[src/rtl/spree_mem_arbiter.sv]
// Round-robin arbiter sharing one multi-cycle memory/device port between NREQ
// pipeline requesters, with one-FF-stall semantics on each requester.
module spree_mem_arbiter #(
    parameter int unsigned NREQ  = 2,
    parameter int unsigned ADDRW = 32,
    parameter int unsigned DATAW = 32
) (
    input  logic                  clk,
    input  logic                  resetn,
    input  logic [NREQ-1:0]       req,
    input  logic [NREQ-1:0]       we,
    input  logic [NREQ*ADDRW-1:0] addr,
    input  logic [NREQ*DATAW-1:0] wdata,
    output logic [NREQ-1:0]       stalled,
    output logic [NREQ-1:0]       grant,
    output logic [DATAW-1:0]      rdata,
    output logic                  dev_en,
    output logic                  dev_we,
    output logic [ADDRW-1:0]      dev_addr,
    output logic [DATAW-1:0]      dev_wdata,
    input  logic                  dev_wait,
    input  logic [DATAW-1:0]      dev_rdata
);

    localparam int unsigned IW = (NREQ > 1) ? $clog2(NREQ) : 1;

    typedef enum logic {IDLE, BUSY} state_t;

    state_t          state, state_nxt;
    logic [IW-1:0]   owner, last, win;
    logic            cap_we;
    logic [ADDRW-1:0] cap_addr;
    logic [DATAW-1:0] cap_wdata;
    logic            take, done;

    logic [ADDRW-1:0] addr_a  [NREQ];
    logic [DATAW-1:0] wdata_a [NREQ];

    for (genvar i = 0; i < NREQ; i++) begin : g_unpack
        assign addr_a[i]  = addr[i*ADDRW +: ADDRW];
        assign wdata_a[i] = wdata[i*DATAW +: DATAW];
    end

    // Rotating priority search starting just after the last completed owner.
    always_comb begin : pick
        logic          found;
        logic [IW-1:0] cand;
        int unsigned   idx;
        win   = '0;
        found = 1'b0;
        cand  = '0;
        idx   = 0;
        for (int unsigned k = 1; k <= NREQ; k++) begin
            idx  = (32'(last) + k) % NREQ;
            cand = IW'(idx);
            if (!found && req[cand]) begin
                win   = cand;
                found = 1'b1;
            end
        end
    end

    // Outputs are gated by resetn so a held request cannot look granted during reset.
    always_comb begin
        state_nxt = state;
        take      = 1'b0;
        done      = 1'b0;
        stalled   = '0;
        grant     = '0;
        dev_en    = 1'b0;
        dev_we    = 1'b0;
        dev_addr  = '0;
        dev_wdata = '0;
        case (state)
            IDLE: begin
                if (resetn && (|req)) begin
                    take       = 1'b1;
                    grant[win] = 1'b1;
                    dev_en     = 1'b1;
                    dev_we     = we[win];
                    dev_addr   = addr_a[win];
                    dev_wdata  = wdata_a[win];
                    stalled    = req;
                    state_nxt  = BUSY;
                end
            end
            BUSY: begin
                grant[owner] = 1'b1;
                dev_en       = 1'b1;
                dev_we       = cap_we;
                dev_addr     = cap_addr;
                dev_wdata    = cap_wdata;
                stalled      = req;
                if (!dev_wait) begin
                    done           = 1'b1;
                    stalled[owner] = 1'b0;
                    state_nxt      = IDLE;
                end
            end
            default: state_nxt = IDLE;
        endcase
    end

    assign rdata = dev_rdata;

    always_ff @(posedge clk or negedge resetn) begin
        if (!resetn) begin
            state     <= IDLE;
            owner     <= '0;
            last      <= IW'(NREQ - 1);
            cap_we    <= 1'b0;
            cap_addr  <= '0;
            cap_wdata <= '0;
        end else begin
            state <= state_nxt;
            if (take) begin
                owner     <= win;
                cap_we    <= we[win];
                cap_addr  <= addr_a[win];
                cap_wdata <= wdata_a[win];
            end
            if (done) begin
                last <= owner;
            end
        end
    end

endmodule

[config.mk]
export PLATFORM = sky130hd
export DESIGN_NAME = spree_mem_arbiter
export DESIGN_NICKNAME = d
export VERILOG_FILES = /design/src/rtl/spree_mem_arbiter.sv
export SDC_FILE = /design/constraint.sdc
export NUM_CORES = 1
export LEC_CHECK = 0
export ABC_CLOCK_PERIOD_IN_PS = 5100
export BUFFER_PORTS_ARGS = -buffer_cell sky130_fd_sc_hd__buf_2
export CORE_MARGIN = 2
export CORE_UTILIZATION = 40
export CTS_CLUSTER_SIZE = 12
export DETAILED_ROUTE_END_ITERATION = 16
export PLACE_DENSITY = 0.84
export SYNTH_ARGS = -nofsm -noshare
export SYNTH_HDL_FRONTEND = slang
export SYNTH_SLANG_ARGS = --single-unit
[constraint.sdc]
create_clock -name clk -period 5.1 [get_ports clk]
set_input_delay 1.02 -clock clk [delete_from_list [all_inputs] [get_ports clk]]
set_output_delay 1.02 -clock clk [all_outputs]
set_load 0.01 [all_outputs]
==> results.yml, run 1 <==
final_layout:
  finalInstanceArea_sq_um: 5170
  register_area_sq_um: 1700
  combined_area_of_the_multi_input_logic_cells_sq_um: 2000
  fill_cells: 1018
  post_layout_nonfiller_instances: 773
  nets: 799
  drive_above_1_share: 0.361
  n_antenna_cell: 0
  area.growth.synth_to_final_pct: 24.6
power_and_ir_drop:
  cell_internal_pwr_mw: 1.35
  total_switching_power_mw: 0.767
  clock_power_share: 0.224
  p_per_area_nw_per_um2: 410
  power.ir.vdd_worst_v: 0.000193
  swShare: 0.362
  power.static_leakage_nw: 2.69
  comb_power_share: 0.390
  seqPwrFrac: 0.386
worst_setup_path:
  worstPathRequired_ns: 4.08
  timing.rr.start: "state"
  startpoint_type: "input port"
  critical_path_peak_fanout: 130
  cell_depth_of_the_worst_flop_to_flop_path: 5
  crit_start: "req[0]"
  cp-end-kind: "primary output"
  worstReg2RegEnd: "cap_addr[8]"
  timing.setup.critical_path_class: "in -> out"
  worst-r2r-setup-slack_ns: 3.00
  crit_arrival_ns: 2.84
floorplanning:
  rows: 37
  core_region_area_sq_um: 10200
  fp.dieH_microns: 106
  initial_core_util: 0.407
  floorplan.io_pins: 269
  dieArea_sq_um: 11200
  die-width_microns: 106
synth:
  postSynthCellCount: 488
  synth.top_cells.by_area: "dfrtp_1 40%, o21ai_0 21%, mux2i_1 16%, buf_4 6.5%, nand2_1 5.9%"
  synth_area_leader_cell: "dfrtp_1"
  yosys-top-cells-count: "171 x o21ai_0, 67 x dfrtp_1, 65 x mux2i_1, 65 x nand2_1, 36 x buf_4"
  yosysWarningCount: 0
  synthArstFlopShare: 1.00
  synth_enable_flop_cells: 0
  syn_area_sq_um: 4150
  synth_top_area_share: 0.404
  synth-seq-cells: 68
  postSynthAreaPerCell_sq_um: 8.50
  ys_types: 23
  ys_seq_area_frac: 0.410
  synth.most_common_cell: "o21ai_0"
  synthesis.nets: 655
  synthFlopType: "dfrtp_1"
grt:
  overflow: 0
  grt_first_pass_wirelength_microns: 17300
  overall_routing_resource_usage: 0.192
  grt_max_degree: 131
  via_count_of_the_first_global_routing_pass: 3662
  grt_antenna_before_repair: 0
sta:
  finalSetupTns_ns: 0
  slew_headroom: 0.245
  fmaxAchievable_mhz: 259
  hold_ws_ns: 0.512
  timing.clock.skew_ns: 0.0124
  timing.final.max_slew_violations: 0
  hold_violations: 0
  min_period_over_period: 0.756
  grt_setup_unrepaired: "no"
  setup_violations: 0
  worst_pin_slew_ns: 1.13
  period_needed_ns: 3.86
drt:
  first_pass_iters: 4
  detailroute.via_count: 3990
  ant_nets: 0
  total_routed_length_microns: 10800
  route.detailed.drc: 0
  drt-wirelength-per-cell_microns: 13.9
  drt_iter0_drcs: 259
  avgViaCountPerCell: 5.16
placed_design:
  place_hpwl_microns: 7230
  gp_congestion: 0.755
  post_dp_cell_area_sq_um: 4960
  io_port_bufs: 204
  placed_cells: 757
min_path:
  whs_endpoint: "cap_addr[25]"
  hold_path.class: "reg -> reg"
  hold_path_startpoint: "cap_addr[25]"
  hold_depth: 2
clock_tree:
  clock_tree.root_cell: "clkbuf_8"
  clock-sinks: 68
  clock_tree_from_tritoncts: "done"
  cts.repair.resized: 0
  cts.htree.levels: 3
  cts_inserted_buffers: 9
  cts_setup_buffers: 0
  worstSkewPairLatency_ns: 0.34
  clk_pin_slew_ns: 0.07
  post_cts_hold_buffer_count: 0
  ctsLongestPathBuffers: 2
job:
  drv_cap: 0
outcome:
  status: "finished, final reports clean"
[through the flow]
step	power (mW)	util	worst slack, ns
after floorplan	1.37	-	2.06
after global placement	1.63	0.487	1.28
after detailed placement	1.66	0.487	1.23
after CTS	2.15	0.507	1.21
after global routing	2.29	0.507	0.979
final	2.12	0.507	1.24
[power by group through the flow]
stage / Sequential, mW / Clock [mW] / Combinational (mW)
2_1_floorplan: 0.799 / 0 / 0.574
3_3_place_gp: 0.816 / 0 / 0.817
3_5_place_dp: 0.827 / 0 / 0.836
4_1_cts: 0.818 / 0.492 / 0.837
5_1_grt: 0.841 / 0.517 / 0.936
6_report: 0.818 / 0.475 / 0.826
[placed cells by master, fill, tap and decap left out]
master     netlist  layout
dfrtp_2          0       1
mux2_2           1       1
a21oi_1          2       2
a21o_1           1       1
o21ai_1         26      26
inv_1            2       2
clkinv_2         0       1
nand3_4          0       1
buf_2            4     203
nor2_4           0       1
nand2b_2         0       1
nor2b_1          1       1
clkbuf_8         0       9
buf_12           0       1
a21bo_4          0       1
clkinv_4         0       1
buf_4           36       5
a22o_1           1       1
bufinv_16        0       2
mux2i_1         65      65
clkbuf_1        25       3
dfstp_2          1       1
o22ai_1          2       2
o21ai_0        171     171
or2_2            1       1
dfrtp_1         67      66
nor2_1           3       2
nand2_1         65      65
[layout make-up]
class	instances	area share
repair buffers	209	0.208
clock buffers	12	0.0261
clock inverters	4	0.0143
multi-input cells	342	0.388
flip-flops and latches	68	0.330
well taps	136	0.0329
inverters	2	0.00145
[flip-flops by register name (all words and copies together) (netlist names)]
signal     count
owner          1
cap_addr      32
state          1
cap_wdata     32
last           1
cap_we         1
[kinds of logic (layout without fill, tap and decap cells)]
group                  Yosys count  after routing  share of synthesized area
AOI/OAI and AO/OA              204            204                      0.249
buffers and inverters           78            227                      0.112
DFF                             68             68                      0.410
muxes                           66             66                      0.160
and+or+nand+nor                 72             72                     0.0685
[layer usage]
| layer | global-route usage | share of wire |
|---|---|---|
| met1 | 0.217 | 0.40 |
| met2 | 0.341 | 0.50 |
| met3 | 0.0495 | 0.072 |
| met4 | 0.0799 | 0.024 |
| met5 | 0 | 0 |
[critical path, cell delays in order]
cell,delay (ns)
buf_2,0.14
or2_2,0.16
nand3_4,0.79
o21ai_1,0.46
buf_2,0.19
[worst max-delay path by stage]
stage	endpoint	cells past startpoint
floorplan	dev_addr[10]	6
global placement	dev_addr[11]	5
detailed placement	dev_wdata[31]	5
CTS	dev_wdata[31]	5
global route	dev_addr[9]	5
finish	dev_addr[15]	5
No activity file was read; power rests on OpenSTA's default activity.
==> run 2, diff against run 1 <==
--- a/config.mk
+++ b/config.mk
@@ -5,13 +5,14 @@
 export SDC_FILE = /design/constraint.sdc
 export NUM_CORES = 1
 export LEC_CHECK = 0
-export ABC_CLOCK_PERIOD_IN_PS = 5100
+export ABC_AREA = 1
+export ABC_CLOCK_PERIOD_IN_PS = 3100
 export BUFFER_PORTS_ARGS = -buffer_cell sky130_fd_sc_hd__buf_2
 export CORE_MARGIN = 2
 export CORE_UTILIZATION = 40
 export CTS_CLUSTER_SIZE = 12
 export DETAILED_ROUTE_END_ITERATION = 16
-export PLACE_DENSITY = 0.84
+export PLACE_DENSITY = 0.87
 export SYNTH_ARGS = -nofsm -noshare
 export SYNTH_HDL_FRONTEND = slang
 export SYNTH_SLANG_ARGS = --single-unit
==> constraint.sdc (replaced) <==
create_clock -name clk -period 3.1 [get_ports clk]
set_input_delay 0.62 -clock clk [delete_from_list [all_inputs] [get_ports clk]]
set_output_delay 0.62 -clock clk [all_outputs]
set_load 0.01 [all_outputs]
==> run 2 against run 1 <==
Effect of this change: synthesized cell count up 42%; critical path depth increased by 3; worst setup slack got worse by 0.81 ns; via count is 16% higher; flip-flop and latch count unchanged; die area grew 4.5%; global-route usage up 0.78 points; synthesized area grew 4.6%; clock skew is 0.0034 ns lower.
==> results.yml, run 2 <==
drt:
  detailroute.via_count: 4628
  drt_iter0_drcs: 311
  route.detailed.drc: 0
  avgViaCountPerCell: 4.69
  ant_nets: 0
  dr_wl_met2_microns: 5450
  drt-wirelength-per-cell_microns: 11.8
  first_pass_iters: 5
  met3_length_microns: 926
  top_signal_layer_used: "met4"
  met1Wirelength_microns: 5050
  total_routed_length_microns: 11600
final_layout:
  most-common-layout-cells: "466 x nand2_1, 203 x buf_2, 66 x dfrtp_1"
  n_antenna_cell: 0
  biggestRegsByFlops: "cap_addr (32), cap_wdata (32)"
  area.growth.synth_to_final_pct: 22.9
  fill_cells: 1075
  drive_above_1_share: 0.278
  nets: 1008
  post_layout_nonfiller_instances: 986
  layout_commonest_cell: "nand2_1"
clock_tree:
  cts.repair.resized: 0
  worstSkewPairLatency_ns: 0.33
  clock_tree_from_tritoncts: "done"
  post_cts_hold_buffer_count: 0
  clock_tree.root_cell: "clkbuf_8"
  ctsLongestPathBuffers: 2
  clk_pin_slew_ns: 0.07
  clock-sinks: 68
  cts_setup_buffers: 0
  cts_inserted_buffers: 9
  cts.htree.levels: 3
power_and_ir_drop:
  total_switching_power_mw: 1.36
  power.static_leakage_nw: 3.53
  seqPwrFrac: 0.395
  p_per_area_nw_per_um2: 640
  cell_internal_pwr_mw: 2.06
  power.ir.vdd_worst_v: 0.000278
  power.total_mw: 3.42
  swShare: 0.398
  comb_power_share: 0.413
  clock_power_share: 0.191
floorplanning:
  dieArea_sq_um: 11700
  die-width_microns: 108
  core_region_area_sq_um: 10700
  rows: 38
  fp.dieH_microns: 108
  floorplan.io_pins: 269
  initial_core_util: 0.406
sta:
  timing.final.max_slew_violations: 0
  period_needed_ns: 2.66
  min_period_over_period: 0.859
  slew_headroom: 0.476
  grt_setup_unrepaired: "no"
  setup_violations: 0
  hold_violations: 0
  worst_pin_slew_ns: 0.786
  timing.clock.skew_ns: 0.00905
  finalSetupTns_ns: 0
  fmaxAchievable_mhz: 375
  final_critical_path_setup_slack_ns: 0.437
  hold_ws_ns: 0.0853
synth:
  synth_area_leader_cell: "nand2_1"
  synth.top_cells.by_area: "nand2_1 40%, dfrtp_1 39%, nand3_1 7.5%, buf_4 6.9%, buf_2 2.3%"
  ys_types: 16
  synth-seq-cells: 68
  synth_enable_flop_cells: 0
  synthesis.nets: 860
  synth.most_common_cell: "nand2_1"
  postSynthAreaPerCell_sq_um: 6.27
  synthFlopType: "dfrtp_1"
  synth_top_area_share: 0.405
  ys_seq_area_frac: 0.392
  postSynthCellCount: 693
  yosys-top-cells-count: "468 x nand2_1, 67 x dfrtp_1, 65 x nand3_1"
  synthArstFlopShare: 1.00
  yosysWarningCount: 0
  syn_area_sq_um: 4340
min_path:
  hold_path.class: "in -> async"
worst_setup_path:
  crit_arrival_ns: 2.04
  max_stage_delay_ns: 0.37
  timing.rr.start: "last"
  path_delay_family: "buffers and inverters"
  cell_depth_of_the_worst_flop_to_flop_path: 7
  worstReg2RegEnd: "cap_wdata[31]"
  cp_cell_sequence: "buf_2, buf_4, nor2_1, nor3_4, buf_4, nand2_1, nand2_1, buf_2"
  cp_num_buf_inv: 4
  cp-end-kind: "primary output"
  worst_path_max_delay_cell: "buf_4"
  worst-r2r-setup-slack_ns: 1.49
  startpoint_type: "input port"
  worstPathRequired_ns: 2.48
  critical_path_peak_fanout: 34
  timing.setup.critical_path_class: "in -> out"
grt:
  grt_antenna_before_repair: 0
  via_count_of_the_first_global_routing_pass: 4068
  grt_first_pass_wirelength_microns: 18600
  overall_routing_resource_usage: 0.200
  overflow: 0
  grt_max_degree: 68
outcome:
  status: "finished, final reports clean"
placed_design:
  gp_congestion: 0.792
  placed_cells: 970
  place_hpwl_microns: 8140
  pre_cts_setup_slack_ns: 0.448
  io_port_bufs: 204
job:
  drv_cap: 0
run 2: kinds of logic (layout without fill, tap and decap cells):
logic type	Yosys count	after routing	synth area share
compound gates	7	7	0.00807
buf+inv	81	234	0.114
flops	68	68	0.392
simple gates	537	537	0.486
run 2: worst max path at each step:
stage | from | to | slack (ns) | depth (start not counted)
floorplan | req[1] | grant[1] | 1.03 | 5
detailed placement | req[1] | dev_addr[22] | 0.45 | 8
global placement | req[1] | dev_addr[22] | 0.46 | 8
CTS | last | dev_wdata[31] | 0.42 | 8
finish | req[1] | dev_addr[22] | 0.44 | 8
global route | req[1] | dev_addr[22] | 0.27 | 8
run 2: through the flow:
stage	area, sq um	util
after detailed placement	5160	0.482
after floorplan	4340	-
after CTS	5340	0.499
after global routing	5340	0.499
after global placement	5160	0.482
final	5340	0.499
run 2: area by class of cell:
class                   instances  area (sq um)  share of cell area
multi-input cells             544          2160               0.404
flip-flops and latches         68          1700               0.319
repair buffers                213          1100               0.207
well taps                     140           175              0.0328
clock buffers                  11           141              0.0265
clock inverters                 5          37.5             0.00703
inverters                       5          18.8             0.00352
run 2: power groups by stage:
| stage | registers [mW] | logic (mW) | clock network, mW |
|---|---|---|---|
| final | 1.35 | 1.41 | 0.653 |
| after global routing | 1.38 | 1.61 | 0.724 |
| after CTS | 1.35 | 1.43 | 0.681 |
| after detailed placement | 1.36 | 1.43 | 0 |
| after global placement | 1.35 | 1.41 | 0 |
| after floorplan | 1.32 | 0.987 | 0 |
run 2: per-layer routing:
layer	track usage	vias to the layer above
met2	0.336	190
met5	0	-
li1	-	2386
met1	0.246	2032
met3	0.0549	20
met4	0.0696	0
